File: src/rtl/intr_dispatcher_pkg.sv
// Shared constants for the interrupt dispatcher and its CP0 neighbours.
// Latency: n/a (constants only).
// Backpressure: n/a.
package intr_dispatcher_pkg;

  // Number of external IRQ lines; also the width of CP0 status[11:8].
  localparam int NUM_IRQ        = 4;
  localparam int IRQ_ID_W       = $clog2(NUM_IRQ);

  // Word-address width of the instruction memory (PC / EPC).
  localparam int IM_ADDR_BIT    = 12;

  // Handler vector layout, in words: line k lives at BASE + k*STRIDE.
  localparam int HANDLER_BASE   = 'h300;
  localparam int HANDLER_STRIDE = 'h40;

  // CP0 register numbers touched by interrupt entry and return.
  localparam logic [4:0] CP0_REG_STATUS = 5'd12;
  localparam logic [4:0] CP0_REG_CAUSE  = 5'd13;
  localparam logic [4:0] CP0_REG_EPC    = 5'd14;

endpackage

File: src/rtl/intr_dispatcher_if.sv
// Pipeline/CP0-facing bundle of the interrupt dispatcher.
// Latency: wires only; master drives the entry strobe, slave drives the gating inputs.
// Backpressure: take_ok is the only stall input; no valid/ready pairs.
interface intr_dispatcher_if
  import intr_dispatcher_pkg::*;
#(
  parameter int NUM_IRQ = intr_dispatcher_pkg::NUM_IRQ,
  parameter int ADDR_W  = intr_dispatcher_pkg::IM_ADDR_BIT
);

  // Gating from CP0 and the pipeline
  logic                intr_en;
  logic [NUM_IRQ-1:0]  intr_mask;
  logic                take_ok;
  logic [ADDR_W-1:0]   pc_cur;
  logic                is_eret;

  // Interrupt entry towards CP0 and the fetch stage
  logic                epc_w_en;
  logic [ADDR_W-1:0]   epc_w_data;
  logic                redirect;
  logic [ADDR_W-1:0]   redirect_addr;
  logic [IRQ_ID_W-1:0] irq_id;
  logic [NUM_IRQ-1:0]  pending;
  logic [NUM_IRQ-1:0]  in_service;

  // Dispatcher side
  modport master (
    input  intr_en, intr_mask, take_ok, pc_cur, is_eret,
    output epc_w_en, epc_w_data, redirect, redirect_addr, irq_id, pending, in_service
  );

  // CP0 / pipeline side
  modport slave (
    output intr_en, intr_mask, take_ok, pc_cur, is_eret,
    input  epc_w_en, epc_w_data, redirect, redirect_addr, irq_id, pending, in_service
  );

endinterface

File: src/rtl/intr_dispatcher_irq_sync_edge.sv
// Two-flop synchroniser for one async IRQ level plus a one-cycle rising-edge pulse.
// Latency: rise is high in the cycle after the second edge that sees the level high.
// Backpressure: none; the pulse is fire-and-forget and must be latched by the caller.
module intr_dispatcher_irq_sync_edge (
  input  logic clk,
  input  logic rst,
  input  logic irq_raw,
  output logic rise
);

  logic sync1;
  logic sync2;
  logic sync2_d;

  // Metastability chain plus one delayed copy for edge detection
  always_ff @(posedge clk) begin
    if (rst) begin
      sync1   <= 1'b0;
      sync2   <= 1'b0;
      sync2_d <= 1'b0;
    end else begin
      sync1   <= irq_raw;
      sync2   <= sync1;
      sync2_d <= sync2;
    end
  end

  assign rise = sync2 & ~sync2_d;

endmodule

File: src/rtl/intr_dispatcher.sv
// Interrupt-entry initiator: latches IRQ edges, picks the best allowed line, issues EPC write + redirect.
// Latency: raw rise to pending is 3 edges; entry strobe is combinational from pending/in_service.
// Backpressure: take_ok=0 or eret holds every request in pending indefinitely.
module intr_dispatcher
  import intr_dispatcher_pkg::*;
#(
  parameter int NUM_IRQ        = intr_dispatcher_pkg::NUM_IRQ,
  parameter int ADDR_W         = intr_dispatcher_pkg::IM_ADDR_BIT,
  parameter int HANDLER_BASE   = intr_dispatcher_pkg::HANDLER_BASE,
  parameter int HANDLER_STRIDE = intr_dispatcher_pkg::HANDLER_STRIDE
) (
  input  logic               clk,
  input  logic               rst,
  input  logic [NUM_IRQ-1:0] irq_raw,
  intr_dispatcher_if.master  bus
);

  logic [NUM_IRQ-1:0]  rise;
  logic [NUM_IRQ-1:0]  pending_q;
  logic [NUM_IRQ-1:0]  in_service_q;
  logic [NUM_IRQ-1:0]  higher_mask;
  logic [NUM_IRQ-1:0]  retire_oh;
  logic [NUM_IRQ-1:0]  eligible;
  logic [NUM_IRQ-1:0]  take_oh;
  logic [IRQ_ID_W-1:0] take_id;
  logic                take;

  for (genvar i = 0; i < NUM_IRQ; i++) begin : g_sync
    intr_dispatcher_irq_sync_edge u_sync (
      .clk     (clk),
      .rst     (rst),
      .irq_raw (irq_raw[i]),
      .rise    (rise[i])
    );
  end

  // Lines strictly above the active handler may nest; eret retires that handler
  always_comb begin : p_top
    logic seen;
    seen        = 1'b0;
    higher_mask = '0;
    retire_oh   = '0;
    for (int i = 0; i < NUM_IRQ; i++) begin
      retire_oh[i]   = in_service_q[i] & ~seen;
      higher_mask[i] = ~(seen | in_service_q[i]);
      seen           = seen | in_service_q[i];
    end
  end

  assign eligible = pending_q & bus.intr_mask & higher_mask;

  // Lowest index wins; id stays 0 when nothing is eligible
  always_comb begin
    take_id = '0;
    for (int i = NUM_IRQ - 1; i >= 0; i--) begin
      if (eligible[i]) begin
        take_id = IRQ_ID_W'(i);
      end
    end
  end

  // An eret retiring this cycle pushes any entry to the next cycle
  assign take    = bus.intr_en & (|eligible) & bus.take_ok & ~bus.is_eret;
  assign take_oh = take ? (NUM_IRQ'(1) << take_id) : '0;

  // Pending/in-service bookkeeping; a fresh edge beats the clear on the take edge
  always_ff @(posedge clk) begin
    if (rst) begin
      pending_q    <= '0;
      in_service_q <= '0;
    end else begin
      pending_q <= (pending_q & ~take_oh) | rise;
      if (take) begin
        in_service_q <= in_service_q | take_oh;
      end else if (bus.is_eret) begin
        in_service_q <= in_service_q & ~retire_oh;
      end
    end
  end

  assign bus.epc_w_en      = take;
  assign bus.redirect      = take;
  assign bus.epc_w_data    = take ? bus.pc_cur : '0;
  assign bus.irq_id        = take_id;
  assign bus.redirect_addr = ADDR_W'(HANDLER_BASE) + ADDR_W'(HANDLER_STRIDE) * ADDR_W'(take_id);
  assign bus.pending       = pending_q;
  assign bus.in_service    = in_service_q;

endmodule
File: src/flat_wrapper.sv
// flat-port wrapper written by rule: the top's interface ports become plain ports
module intr_dispatcher_flat import intr_dispatcher_pkg::*;
#(
  parameter int NUM_IRQ        = intr_dispatcher_pkg::NUM_IRQ,
  parameter int ADDR_W         = intr_dispatcher_pkg::IM_ADDR_BIT,
  parameter int HANDLER_BASE   = intr_dispatcher_pkg::HANDLER_BASE,
  parameter int HANDLER_STRIDE = intr_dispatcher_pkg::HANDLER_STRIDE
)
  (clk, rst, irq_raw, bus_intr_en, bus_intr_mask, bus_take_ok, bus_pc_cur, bus_is_eret, bus_epc_w_en, bus_epc_w_data, bus_redirect, bus_redirect_addr, bus_irq_id, bus_pending, bus_in_service);
  intr_dispatcher_if #(.NUM_IRQ(NUM_IRQ), .ADDR_W(ADDR_W)) bus_i ();
  input  logic clk;
  input  logic rst;
  input  logic [NUM_IRQ-1:0] irq_raw;
  input wire logic [$bits(bus_i.intr_en)-1:0] bus_intr_en;
  input wire logic [$bits(bus_i.intr_mask)-1:0] bus_intr_mask;
  input wire logic [$bits(bus_i.take_ok)-1:0] bus_take_ok;
  input wire logic [$bits(bus_i.pc_cur)-1:0] bus_pc_cur;
  input wire logic [$bits(bus_i.is_eret)-1:0] bus_is_eret;
  output wire logic [$bits(bus_i.epc_w_en)-1:0] bus_epc_w_en;
  output wire logic [$bits(bus_i.epc_w_data)-1:0] bus_epc_w_data;
  output wire logic [$bits(bus_i.redirect)-1:0] bus_redirect;
  output wire logic [$bits(bus_i.redirect_addr)-1:0] bus_redirect_addr;
  output wire logic [$bits(bus_i.irq_id)-1:0] bus_irq_id;
  output wire logic [$bits(bus_i.pending)-1:0] bus_pending;
  output wire logic [$bits(bus_i.in_service)-1:0] bus_in_service;
  assign bus_i.intr_en = bus_intr_en;
  assign bus_i.intr_mask = bus_intr_mask;
  assign bus_i.take_ok = bus_take_ok;
  assign bus_i.pc_cur = bus_pc_cur;
  assign bus_i.is_eret = bus_is_eret;
  assign bus_epc_w_en = bus_i.epc_w_en;
  assign bus_epc_w_data = bus_i.epc_w_data;
  assign bus_redirect = bus_i.redirect;
  assign bus_redirect_addr = bus_i.redirect_addr;
  assign bus_irq_id = bus_i.irq_id;
  assign bus_pending = bus_i.pending;
  assign bus_in_service = bus_i.in_service;
  intr_dispatcher #(.NUM_IRQ(NUM_IRQ), .ADDR_W(ADDR_W), .HANDLER_BASE(HANDLER_BASE), .HANDLER_STRIDE(HANDLER_STRIDE)) u_core (.clk(clk), .rst(rst), .irq_raw(irq_raw), .bus(bus_i));
endmodule
File: config.mk
export PLATFORM = sky130hd
export DESIGN_NAME = intr_dispatcher_flat
export DESIGN_NICKNAME = d
export VERILOG_FILES = /design/src/rtl/intr_dispatcher_pkg.sv /design/src/rtl/intr_dispatcher_if.sv /design/src/rtl/intr_dispatcher_irq_sync_edge.sv /design/src/rtl/intr_dispatcher.sv /design/src/flat_wrapper.sv
export SDC_FILE = /design/constraint.sdc
export NUM_CORES = 1
export LEC_CHECK = 0
export CAP_MARGIN = 5
export CORE_MARGIN = 3
export CORE_UTILIZATION = 30
export DETAILED_ROUTE_END_ITERATION = 16
export GPL_TIMING_DRIVEN = 0
export HOLD_SLACK_MARGIN = 0.1
export PLACE_DENSITY_LB_ADDON = 0.08
export SYNTH_ARGS = -nofsm -noshare
export SYNTH_HDL_FRONTEND = slang
export SYNTH_HIERARCHICAL = 1
export SYNTH_SLANG_ARGS = --single-unit
File: constraint.sdc
create_clock -name clk -period 4 [get_ports clk]
set_input_delay 1.2 -clock clk [delete_from_list [all_inputs] [get_ports clk]]
set_output_delay 1.2 -clock clk [all_outputs]
set_load 0.05 [all_outputs]
==> metrics.log <==
INFO  metric worst_hold_path_class = reg2reg
INFO  metric fin_worst_skew = between 0.002 and 0.0025 ns
INFO  metric cts-htree-levels = 1
INFO  metric max-vdd-ir-drop = ~0.00029 V
INFO  metric period_share = 98.1%
INFO  metric timing.critical_path.required = 2.80 ns
INFO  metric drv_cap = 0
INFO  metric leakage = 0.685 nW
INFO  metric clock_tree.buffer_depth = 2
INFO  metric postSynthAreaPerCell = 8.57 um2
INFO  metric timing.setup.tns = 0 ns
INFO  metric grt_max_degree = 14
INFO  metric share_seq_of_total_power = 49.5%
INFO  metric final_std_cells_w_o_fill = around 230
INFO  metric reg2reg_setup_slack = roughly 2.7 ns
INFO  metric layout.cells.most_common = sky130_fd_sc_hd__clkdlybuf4s50_1
INFO  metric synth.yosys.seq_area_share = 38.3%
INFO  metric share_of_total_power_in_combinational_logic = 28.9%
INFO  metric power.density = 266 nW/um2
INFO  metric cp_max_fo = 3
INFO  metric timing.max_slew.rel_slack = 66.2%
INFO  metric drt-wirelength-per-cell = between 10 and 15 um
INFO  metric clock_sink_count = 20
INFO  metric fin_hold_ws = 0.447 ns
INFO  metric detail-route-antenna-nets = 0
INFO  metric initial_utilization = 32.9%
INFO  metric clock_insertion_delay_worst_skew = approximately 0.29 ns
INFO  metric io-pin-count = 61
INFO  metric internal_power = 292 uW
INFO  metric place_inst = between 200 and 250
INFO  metric clock_power_share = 21.6%
INFO  metric overall_global_routing_resource_usage = 13.5%
INFO  metric final-max-slew-violation-count = 0
INFO  metric layout.nets = 210
INFO  metric cts_buffers = 3
INFO  metric layout-drive-gt1-share = 28.4%
INFO  metric firstDrtPassIters = 4
INFO  metric run_status = complete, no violations
INFO  metric grt_pass1_vias = just under 1000
INFO  metric r2r.worst_path.cells = 3
INFO  metric area_growth = 53.2%
INFO  metric antennaDiodeCount = 0
INFO  metric critical_path.reg2reg.endpoint = u_core/bus.in_service[3]$_SDFFE_PP0P_
INFO  metric report.final.setup_viol = 0
INFO  metric yosys_register_bits = 20
INFO  metric synth_enable_flop_cells = 0
INFO  metric postCtsHoldBufs = 0
INFO  metric synth-warning-count = 6
INFO  metric final.min_clock_period = 3.92 ns
INFO  metric tritoncts = yes
INFO  metric whs_path_depth = 1
INFO  metric power_switching = between 100 and 150 uW
INFO  metric worst-slew-pin-transition = slightly above 0.5 ns
INFO  metric finalWirelength = 2800 um
INFO  metric clk_pin_slew = 0.10 ns
INFO  metric synthFlopType = sky130_fd_sc_hd__dfxtp_1
INFO  metric report.final.hold_viol_count = 0
INFO  metric root_buf_cell = sky130_fd_sc_hd__clkbuf_4
INFO  metric crit_arrival = 2.72 ns
INFO  metric die_x = about 65 um
INFO  metric grt_antenna_before_repair = 0
INFO  metric worst_setup_path_start_kind = primary input
INFO  metric worst_setup_path_startpoint = bus_intr_mask[2]
INFO  metric core.rowCount = 20
INFO  metric port_buffers = 50
INFO  metric layout_common_cells = 31 x sky130_fd_sc_hd__clkdlybuf4s50_1, 20 x sky130_fd_sc_hd__dfxtp_1, 18 x sky130_fd_sc_hd__buf_4
INFO  metric drcViolationCount = 0
INFO  metric worstSetupPathType = in2out
INFO  metric endpoint = bus_redirect_addr[6]
INFO  metric netlist_area = 1050 um2
INFO  metric synthArstFlopShare = 0%
INFO  metric routabilityCongestion = between 0.7 and 0.8
INFO  metric chipHeight = 65.1 um
INFO  metric coreArea = approximately 3200 um2
INFO  metric vias = 1044
INFO  metric grt_first_pass_wirelength = 4530 um
INFO  metric sum_of_net_half_perimeters_after_detailed_placement = 2220 um
INFO  metric synth_cell_type_count = 33
INFO  metric grt_overflow = 0
INFO  metric first_iter_violations = 37
INFO  metric netlist_instances = 122
INFO  metric maxClockFrequency = 255 MHz
INFO  metric die_area = 4230 um2
INFO  metric post_drt_via_cell_ratio = about 4.6
INFO  metric setup.worst_path.end_class = output pin
INFO  metric critical_path.reg2reg.startpoint = u_core/bus.in_service[3]$_SDFFE_PP0P_
INFO  metric switching_share = 31.6%
[through the flow]
step	cell area (um2)	worst slack [ns]	util, %	power, mW
4_1_cts	1600	0.00538	50.3	0.430
3_3_place_gp	1640	-0.639	51.5	0.338
3_5_place_dp	1640	-0.695	51.5	0.339
6_report	1600	0.0756	50.4	0.426
2_1_floorplan	1080	-0.0564	-	0.294
5_1_grt	1600	-0.000681	50.4	0.451
[cell type report]
cell class | instances | area, um2
Buffer | 18 | 124
Clock buffer | 3 | 22.5
Fill cell | 327 | 1580
Inverter | 3 | 11.3
Multi-Input combinational cell | 89 | 564
Sequential cell | 20 | 400
Tap cell | 44 | 55.1
Timing Repair Buffer | 50 | 425
[registers in the layout, summed over array words and instances (netlist names)]
register                      count
u_core/g_sync.u_sync/sync2        4
u_core/g_sync.u_sync/sync1        4
u_core/bus.in_service             4
u_core/g_sync.u_sync/sync2_d      4
u_core/bus.pending                4
[routing by layer]
layer	global-route usage, %	wire length [um]	vias up
met5	0	0	-
met1	17.1	1200	474
met3	4.85	229	4
li1	-	-	527
met4	2.85	27	0
met2	22.0	1350	39
[cell usage after synthesis, types with 2 or more instances]
cell	instances	share of area [%]
sky130_fd_sc_hd__nor4_1	2	1.2
sky130_fd_sc_hd__a211oi_1	2	1.4
sky130_fd_sc_hd__nor2b_2	4	3.3
sky130_fd_sc_hd__nor2b_1	12	7.2
sky130_fd_sc_hd__nand3_1	12	5.7
sky130_fd_sc_hd__clkbuf_1	3	1.1
sky130_fd_sc_hd__nor3_1	2	0.96
sky130_fd_sc_hd__buf_4	13	9.3
sky130_fd_sc_hd__a41oi_1	2	1.7
sky130_fd_sc_hd__dfxtp_1	20	38
sky130_fd_sc_hd__nor2_1	9	3.2
sky130_fd_sc_hd__conb_1	2	0.72
sky130_fd_sc_hd__a311oi_1	2	1.7
sky130_fd_sc_hd__a21oi_1	13	6.2
sky130_fd_sc_hd__nand2_1	4	1.4
sky130_fd_sc_hd__inv_1	3	1.1
[repair_timing]
| item | 4_1_cts | 5_1_grt |
|---|---|---|
| buffers inserted | 0 | 0 |
| pin swaps | 0 | 1 |
| endpoints found under the setup margin | 18 | 17 |
| resized for setup | 84 | 18 |
[critical path, cell delays in order]
cell                              delay (ns)
sky130_fd_sc_hd__clkdlybuf4s50_1        0.45
sky130_fd_sc_hd__and2_2                 0.21
sky130_fd_sc_hd__or3_4                  0.34
sky130_fd_sc_hd__a21boi_1               0.19
sky130_fd_sc_hd__buf_4                  0.13
sky130_fd_sc_hd__clkbuf_4               0.21
[how the worst min path moves through the flow]
| stage | from | to |
|---|---|---|
| floorplan | u_core/g_sync[0].u_sync/sync1$_SDFF_PP0_ | u_core/g_sync[0].u_sync/sync2$_SDFF_PP0_ |
| global placement | u_core/g_sync[2].u_sync/sync1$_SDFF_PP0_ | u_core/g_sync[2].u_sync/sync2$_SDFF_PP0_ |
| detailed placement | u_core/g_sync[2].u_sync/sync1$_SDFF_PP0_ | u_core/g_sync[2].u_sync/sync2$_SDFF_PP0_ |
| CTS | u_core/g_sync[2].u_sync/sync1$_SDFF_PP0_ | u_core/g_sync[2].u_sync/sync2$_SDFF_PP0_ |
| global route | u_core/g_sync[2].u_sync/sync1$_SDFF_PP0_ | u_core/g_sync[2].u_sync/sync2$_SDFF_PP0_ |
| finish | u_core/g_sync[2].u_sync/sync1$_SDFF_PP0_ | u_core/g_sync[2].u_sync/sync2$_SDFF_PP0_ |
[cells by family after synthesis]
logic type	count (synthesis)	synth area share [%]
and+or+nand+nor	52	30.4
buffers and inverters	21	12.3
DFF	20	38.3
AOI/OAI and AO/OA	27	18.3
other	2	0.718
[power groups by stage]
stage                     combinational, mW  sequential (mW)  clock, mW
after floorplan                      0.0714            0.222          0
after global placement                0.123            0.215          0
after detailed placement              0.124            0.215          0
after CTS                             0.122            0.211     0.0982
after global routing                  0.131            0.212      0.108
final                                 0.123            0.211     0.0922
Power figures use the tool's default switching activity.
